## src/rtl/dmem_responder_if.sv

```systemverilog
// dmem_responder_if: request/response channel pair between a load/store
// initiator (master) and the data-memory responder (slave).
//   req_valid/req_ready   request handshake
//   req_we                1 = write, 0 = read
//   req_addr              word index (not a byte address)
//   req_wdata             write data
//   resp_valid/resp_ready response handshake
//   resp_rdata            read data, 0 for writes
//   resp_err              address out of range (bounds-checked builds only)
interface dmem_responder_if;
    logic        req_valid;
    logic        req_ready;
    logic        req_we;
    logic [31:0] req_addr;
    logic [31:0] req_wdata;
    logic        resp_valid;
    logic        resp_ready;
    logic [31:0] resp_rdata;
    logic        resp_err;

    modport master (
        output req_valid, req_we, req_addr, req_wdata, resp_ready,
        input  req_ready, resp_valid, resp_rdata, resp_err
    );

    modport slave (
        input  req_valid, req_we, req_addr, req_wdata, resp_ready,
        output req_ready, resp_valid, resp_rdata, resp_err
    );
endinterface

```

## src/rtl/dmem_responder.sv

```systemverilog
// dmem_responder: handshaked single-outstanding data-memory responder.
// Accepts one word read/write, waits LATENCY cycles, commits the access and
// returns a response that is held until consumed.
// Ports:
//   clk  clock, rising edge
//   rst  synchronous active-high reset (clears memory, FSM and counter)
//   bus  dmem_responder_if.slave request/response channels
// Parameters:
//   DEPTH    number of 32-bit words
//   LATENCY  wait-state cycles between acceptance and response (0..15)
// Build option:
//   DMEM_BOUNDS_CHECK_EN  out-of-range addresses complete with resp_err=1,
//                         writes suppressed, reads return 0. Without it the
//                         address wraps modulo DEPTH (power of two required).
module dmem_responder #(
    parameter int unsigned DEPTH   = 32,
    parameter int unsigned LATENCY = 2
) (
    input  logic             clk,
    input  logic             rst,
    dmem_responder_if.slave  bus
);

    localparam int unsigned AW = (DEPTH > 1) ? $clog2(DEPTH) : 1;
    localparam int unsigned CW = 4;
    localparam int unsigned DW = 32;

    typedef enum logic [1:0] {
        S_IDLE,
        S_BUSY,
        S_COMMIT,
        S_RESP
    } state_t;

    state_t          state_q;
    state_t          next_state;
    logic [CW-1:0]   cnt_q;
    logic [CW-1:0]   cnt_d;
    logic            accept;
    logic            commit;
    logic            release_resp;

    logic            req_ready_q;
    logic            we_q;
    logic [AW-1:0]   idx_q;
    logic [DW-1:0]   wdata_q;
    logic            err_q;
    logic            resp_valid_q;
    logic [DW-1:0]   resp_rdata_q;
    logic            resp_err_q;
    logic [DW-1:0]   mem [DEPTH];

    logic            addr_err_c;
    logic [AW-1:0]   addr_idx_c;

    assign addr_idx_c = bus.req_addr[AW-1:0];

`ifdef DMEM_BOUNDS_CHECK_EN
    assign addr_err_c = (bus.req_addr >= DW'(DEPTH));
`else
    // Upper address bits are discarded: the index wraps modulo DEPTH.
    logic unused_addr_hi;
    assign unused_addr_hi = ^bus.req_addr[DW-1:AW];
    assign addr_err_c     = 1'b0;
`endif

    // State and wait counter
    always_ff @(posedge clk) begin
        if (rst) begin
            state_q <= S_IDLE;
            cnt_q   <= '0;
        end else begin
            state_q <= next_state;
            cnt_q   <= cnt_d;
        end
    end

    // Next-state and per-cycle strobes
    always_comb begin
        next_state   = state_q;
        cnt_d        = cnt_q;
        accept       = 1'b0;
        commit       = 1'b0;
        release_resp = 1'b0;
        case (state_q)
            S_IDLE: begin
                // req_ready_q gates acceptance so the handshake the
                // initiator sees is exactly the one that is honoured.
                if (bus.req_valid && req_ready_q) begin
                    accept     = 1'b1;
                    cnt_d      = CW'(LATENCY);
                    next_state = (LATENCY == 0) ? S_COMMIT : S_BUSY;
                end
            end
            S_BUSY: begin
                cnt_d = cnt_q - CW'(1);
                if (cnt_q <= CW'(1)) begin
                    next_state = S_COMMIT;
                end
            end
            S_COMMIT: begin
                commit     = 1'b1;
                next_state = S_RESP;
            end
            S_RESP: begin
                if (bus.resp_ready) begin
                    release_resp = 1'b1;
                    next_state   = S_IDLE;
                end
            end
            default: begin
                next_state = S_IDLE;
            end
        endcase
    end

    // Request latch, memory array and registered response
    always_ff @(posedge clk) begin
        if (rst) begin
            for (int i = 0; i < int'(DEPTH); i++) begin
                mem[i] <= '0;
            end
            req_ready_q  <= 1'b0;
            we_q         <= 1'b0;
            idx_q        <= '0;
            wdata_q      <= '0;
            err_q        <= 1'b0;
            resp_valid_q <= 1'b0;
            resp_rdata_q <= '0;
            resp_err_q   <= 1'b0;
        end else begin
            req_ready_q <= (next_state == S_IDLE);
            if (accept) begin
                we_q    <= bus.req_we;
                idx_q   <= addr_idx_c;
                wdata_q <= bus.req_wdata;
                err_q   <= addr_err_c;
            end
            if (commit) begin
                if (we_q && !err_q) begin
                    mem[idx_q] <= wdata_q;
                end
                resp_rdata_q <= (!we_q && !err_q) ? mem[idx_q] : '0;
                resp_err_q   <= err_q;
                resp_valid_q <= 1'b1;
            end else if (release_resp) begin
                resp_valid_q <= 1'b0;
            end
        end
    end

    assign bus.req_ready  = req_ready_q;
    assign bus.resp_valid = resp_valid_q;
    assign bus.resp_rdata = resp_rdata_q;
    assign bus.resp_err   = resp_err_q;

endmodule

```

## src/flat_wrapper.sv

```systemverilog
// flat-port wrapper written by rule: the top's interface ports become plain ports
module dmem_responder_flat 
#(
    parameter int unsigned DEPTH   = 32,
    parameter int unsigned LATENCY = 2
)
  (clk, rst, bus_req_valid, bus_req_we, bus_req_addr, bus_req_wdata, bus_resp_ready, bus_req_ready, bus_resp_valid, bus_resp_rdata, bus_resp_err);
  dmem_responder_if bus_i ();
  input  logic clk;
  input  logic rst;
  input wire logic [$bits(bus_i.req_valid)-1:0] bus_req_valid;
  input wire logic [$bits(bus_i.req_we)-1:0] bus_req_we;
  input wire logic [$bits(bus_i.req_addr)-1:0] bus_req_addr;
  input wire logic [$bits(bus_i.req_wdata)-1:0] bus_req_wdata;
  input wire logic [$bits(bus_i.resp_ready)-1:0] bus_resp_ready;
  output wire logic [$bits(bus_i.req_ready)-1:0] bus_req_ready;
  output wire logic [$bits(bus_i.resp_valid)-1:0] bus_resp_valid;
  output wire logic [$bits(bus_i.resp_rdata)-1:0] bus_resp_rdata;
  output wire logic [$bits(bus_i.resp_err)-1:0] bus_resp_err;
  assign bus_i.req_valid = bus_req_valid;
  assign bus_i.req_we = bus_req_we;
  assign bus_i.req_addr = bus_req_addr;
  assign bus_i.req_wdata = bus_req_wdata;
  assign bus_i.resp_ready = bus_resp_ready;
  assign bus_req_ready = bus_i.req_ready;
  assign bus_resp_valid = bus_i.resp_valid;
  assign bus_resp_rdata = bus_i.resp_rdata;
  assign bus_resp_err = bus_i.resp_err;
  dmem_responder #(.DEPTH(DEPTH), .LATENCY(LATENCY)) u_core (.clk(clk), .rst(rst), .bus(bus_i));
endmodule
```

## config.mk

```make
export PLATFORM = sky130hd
export DESIGN_NAME = dmem_responder_flat
export DESIGN_NICKNAME = d
export VERILOG_FILES = /design/src/rtl/dmem_responder_if.sv /design/src/rtl/dmem_responder.sv /design/src/flat_wrapper.sv
export SDC_FILE = /design/constraint.sdc
export NUM_CORES = 1
export LEC_CHECK = 0
export CAP_MARGIN = 5
export CORE_MARGIN = 8
export CORE_UTILIZATION = 56
export DETAILED_ROUTE_END_ITERATION = 16
export PLACE_DENSITY_LB_ADDON = 0.12
export SKIP_CTS_REPAIR_TIMING = 1
export SLEW_MARGIN = 20
export SYNTH_ARGS = -nofsm -noshare
export SYNTH_HDL_FRONTEND = slang
export SYNTH_SLANG_ARGS = --single-unit
export TNS_END_PERCENT = 5
```

## constraint.sdc

```tcl
create_clock -name clk -period 2.2 [get_ports clk]
set_input_delay 0.44 -clock clk [delete_from_list [all_inputs] [get_ports clk]]
set_output_delay 0.44 -clock clk [all_outputs]
set_load 0.01 [all_outputs]
```

Word level (Yosys, flattened, before mapping)

Memories as Yosys holds them, arrays and structs flattened. A register that Yosys moved wholly into a read port is not among the register bits.
Cells that the tools add are included.

Flip-flop bits (word level): 78
Memory bits (writable): 1024
Input port bits: 69
Output and inout bits: 35
Word-level logic and storage cells: 47
Memories kept: 1

Add/sub/neg operators: 1
Order comparisons: 1
Eq/ne operators: 4
Muxes and demuxes: 25
Reduce and logical (&&, ||, !) cells: 7

Memory list:

| name       | depth | bits a word | rd ports | clocked after Yosys merged registers in | wr ports | line                 | source |
|---|---|---|---|---|---|---|---|
| u_core.mem | 32    | 32          | 1        | 1                                       | 32       | dmem_responder.sv:51 | `logic [DW-1:0] mem [DEPTH];` |

Operator list:

| kind                | count |
|---|---|
| $mux 32             | 2 |
| $reduce_or 32->1    | 1 |
| $mux 5              | 3 |
| $mux 1              | 14 |
| $pmux 2 s4          | 1 |
| $pmux 4 s2          | 1 |
| $mux 2              | 3 |
| $eq 2x2->1 const B  | 2 |
| $le 4x1->1 const B  | 1 |
| $logic_not 2->1     | 2 |
| $mux 4              | 1 |
| $reduce_bool 2->1   | 2 |
| $sub 4x1->4 const B | 1 |
| $eq 2x1->1 const B  | 1 |
| $ne 2x1->1 const B  | 1 |
| $reduce_and 2->1    | 1 |
| $logic_and 1x1->1   | 1 |

Logic depth before layout (Yosys ltp)

Word-level depth: 7
Mapped depth: 9
Gate-level depth less buffers: 6

Worst setup path before layout

No wires, ideal clock.

Kind: register -> register
From: reg u_core.state_q[0]
To: mem u_core.mem[13][0], enable pin
Setup time: 0.375 ns
Data arrival time: 1.948 ns
Data required time: 1.825 ns
Path slack: -0.122 ns
Cell stages (with the launch flop): 7
Path buffers: 2
Period minus slack after synthesis: 2.322 ns
Path through: dfxtp_1 > nand2b_1 > clkbuf_1 > or4_1 > buf_2 > nor2_1 > or2_2

RTL lines:

| item                   | line                 | source |
|---|---|---|
| from (decl)            | dmem_responder.sv:35 | `state_t state_q;` |
| from (signal assigned) | dmem_responder.sv:73 | `state_q <= next_state;` |
| to (decl)              | dmem_responder.sv:51 |  |

==> flow_summary.yaml <==
sta:
  tightest_slew_ns: 0.687
  hold-worst-slack_ns: 0.191
  rsz0062_at_grt: "true"
  clock_skew_ns: 0.0267
  setup_slack_ns: -0.212
  setup_viol: 20
  finalCritPeriodShare_pct: 110
  drv_slew: 0
  fin_crit_ns: 2.41
  fmax_mhz: 415
  hold_viol: 0
  slew_headroom_pct: 54.2
yosys:
  syn_inst: 3509
  async_flop_share_pct: 0
  synth_top_area_cell: "edfxtp_1"
  ys_seq_elements: 1107
  synth.top_cell.area_share_pct: 61.1
  synth_most_common_cell: "and2_1"
  synth.area.top_cells: "edfxtp_1, and2_1, mux4_2"
  ys.flop_type: "edfxtp_1"
  yosys_warnings: 0
  synth-edff-count: 1024
  synth_area_per_cell_um2: 14.3
  synth_nets: 3580
  ys_types: 46
  synthTopCellsByCount: "and2_1, edfxtp_1, clkbuf_1, mux2i_1, mux4_2"
  seq_area_frac_synth_pct: 64.4
  syn-cell-area_um2: 50300
global_route:
  grtUsageMet2_pct: 46.9
  antenna_found_initial: 3
  grt.met3_usage_pct: 3.99
  grt_max_degree: 103
  grt-ovfl-total: 0
  grtUsageTotal_pct: 28.4
  grt-busiest-layer: "met2"
  met1_usage_pct: 38.8
  grt_pass1_vias: 30900
  grt_pass1_wl_um: 207000
run_status:
  violations: "setup timing"
  status: "finished with violations"
power_and_ir_drop:
  switching_share_pct: 27.4
  p_clk_share_pct: 36.0
  comb_power_share_pct: 19.6
  pwr-share-seq_pct: 44.5
  internal_power_w: 0.0399
  finalPower_w: 0.0549
  p_switching_w: 0.0150
  power.leakage_nw: 21.4
  ir_worst_vdd_uv: 662
  p_per_area_nw_per_um2: 912
finish:
  fin_cells: 5001
  fin_util_pct: 67.2
  layout-drive-gt1-share_pct: 24.1
  fin_nets: 3792
  area_delta_synth_final_pct: 19.7
  fin_area_um2: 60300
  diodes: 0
worst_setup_path:
  r2r_slack_ns: -0.21
  path_class: "flop to flop"
  critPathLaunchType: "flop"
  crit_path_top_delay_cell: "a2111oi_1"
  cpLargestDelayFamily: "compound AO/OA/AOI/OAI gates"
  cp.required_ns: 2.74
  rr_worst_depth: 9
  crit_path_frequent_cell: "buf_16"
  endpoint_kind: "flop"
  crit_chain: "buf_12 > buf_16 > buf_16 > and2_2 > buf_6 > buf_4 > a22oi_1 > a221oi_1 > a2111oi_1"
  crit_fanout: 8
  critPathArrivalTime_ns: 2.95
  r2r_end: "u_core.bus.resp_rdata[13]$_SDFFE_PP0P_"
  timing.critical_path.buf_inv: 5
  slowest_delay_ns: 0.44
min_path:
  min-delay-path-class: "primary input to flop"
  holdPathEnd: "u_core.state_q[1]$_SDFF_PP0_"
  holdPathStages: 3
  hold_path_startpoint: "rst"
clock_tree:
  h-tree-depth: 3
  cts.sink_count: 1107
  clock_path_buffers: 3
  clk_pin_slew_ns: 0.06
  clockRootBuffer: "clkbuf_16"
  cts_tree: "done"
  cts_buffers: 116
  clk_latency_ns: 0.70
route:
  drt_iter0_drc: 3619
  antenna_left: 0
  num_vias: 30900
  drt-total-wl_um: 145000
  drcViolationCount: 0
  vias_per_cell: 6.17
  wl_per_cell_um: 29.0
  drt-pass1-iter-count: 5
run:
  drv_cap: 0
die:
  die_x_um: 316
  rows: 110
  start_util_pct: 56.2
  die_h_um: 316
  core_area_um2: 89600
  dieArea_um2: 99700
  io_pins: 104
placed_design:
  numPortBuffers: 75
  dp_cells: 4743
  gp_congestion: 0.825
  dpl_cell_area_um2: 54900
  dpl.hpwl_um: 90000
[registers in the layout (all words and copies together), names as in the netlist, named ones only]
register and cells:
u_core.bus.resp_rdata 32, u_core.we_q 1, u_core.cnt_q 4, u_core.mem 1024
u_core.idx_q 5, u_core.bus.req_ready 1, u_core.state_q 2, u_core.wdata_q 32
u_core.bus.resp_valid 1
[per-stage QoR]
| stage | setup WS [ns] | TNS (ns) |
|---|---|---|
| 2_1_floorplan | -0.0764 | -34.37 |
| 3_3_place_gp | -0.296 | -16.85 |
| 3_5_place_dp | -0.314 | -46.90 |
| 4_1_cts | -0.323 | -25.26 |
| 5_1_grt | -0.302 | -4.10 |
| 6_report | -0.212 | -1.31 |
[cell type report]
class	instances	area, µm²
Sequential cell	1107	32500
Tap cell	1176	1470
Fill cell	6159	29300
Inverter	25	93.8
Clock inverter	59	573
Clock buffer	163	3280
Timing Repair Buffer	435	5110
Multi-Input combinational cell	2036	17300
[cells in the final DEF (no fill, tap or decap), types with 9 or more instances in the layout]
| cell | count |
|---|---|
| and2_1 | 1048 |
| edfxtp_1 | 1024 |
| buf_4 | 222 |
| mux2i_1 | 203 |
| mux4_2 | 160 |
| clkbuf_16 | 128 |
| nand2_1 | 124 |
| buf_12 | 99 |
| a21oi_1 | 73 |
| clkdlybuf4s50_1 | 66 |
| a22oi_1 | 58 |
| dfxtp_1 | 55 |
| mux2_2 | 30 |
| clkbuf_1 | 30 |
| nor2_2 | 26 |
| inv_1 | 25 |
| or2_2 | 25 |
| a21o_1 | 24 |
| dfxtp_2 | 24 |
| o21ai_0 | 23 |
| buf_6 | 20 |
| a2111oi_2 | 19 |
| clkinv_1 | 19 |
| a221oi_1 | 18 |
| a2111oi_4 | 18 |
| clkinv_2 | 17 |
| o22ai_1 | 14 |
| clkbuf_8 | 14 |
| nand3b_1 | 13 |
| mux2_4 | 13 |
| nor2_1 | 12 |
| bufinv_16 | 10 |
| or2_4 | 9 |
| a2111oi_1 | 9 |
| a32oi_1 | 9 |
| a21boi_0 | 9 |
| a22oi_2 | 9 |
[cells by family (layout without fill, tap and decap cells)]
logic type | count (synthesis) | in the layout | share of synthesized area (%)
AO/OA/AOI/OAI | 318 | 318 | 4.70
adder cells (fa/ha/maj) | 2 | 2 | 0.0497
buffers and inverters | 366 | 682 | 3.01
flip-flops | 1107 | 1107 | 64.4
multiplexers | 419 | 419 | 12.4
other | 1 | 1 | 0.00745
AND/OR/NAND/NOR | 1296 | 1296 | 15.4
[power by group through the flow]
| stage | Sequential [W] | Combinational, W | Clock [W] |
|---|---|---|---|
| 3_5_place_dp | 0.0248 | 0.00961 | 0 |
| 4_1_cts | 0.0244 | 0.00965 | 0.0200 |
| 3_3_place_gp | 0.0248 | 0.00944 | 0 |
| 2_1_floorplan | 0.0246 | 0.00524 | 0 |
| 6_report | 0.0244 | 0.0107 | 0.0198 |
| 5_1_grt | 0.0245 | 0.0112 | 0.0207 |
[worst min-delay path, delay by kind of cell]
kind,cells,cell delay [ns]
buf+inv,2,0.33
simple gates,1,0.06
[metal layers]
layer	vias up	share of wire [%]
li1	13200	-
met1	15900	40
met2	1484	49
met3	241	8.2
met4	0	3.2
met5	-	0
[how the worst max path moves through the flow]
stage	start	to	slack, ns	depth (start not counted)
after floorplan	u_core.state_q[0]$_SDFF_PP0_	u_core.mem[28][0]$_SDFFCE_PN0P_	-0.08	6
after global placement	flop	u_core.bus.resp_rdata[3]$_SDFFE_PP0P_	-0.30	6
after detailed placement	flop	u_core.bus.resp_rdata[3]$_SDFFE_PP0P_	-0.31	6
after CTS	flop	u_core.bus.resp_rdata[3]$_SDFFE_PP0P_	-0.32	6
after global routing	flop	u_core.bus.resp_rdata[13]$_SDFFE_PP0P_	-0.30	9
final	flop	u_core.bus.resp_rdata[13]$_SDFFE_PP0P_	-0.21	9
Power figures use the tool's default switching activity.
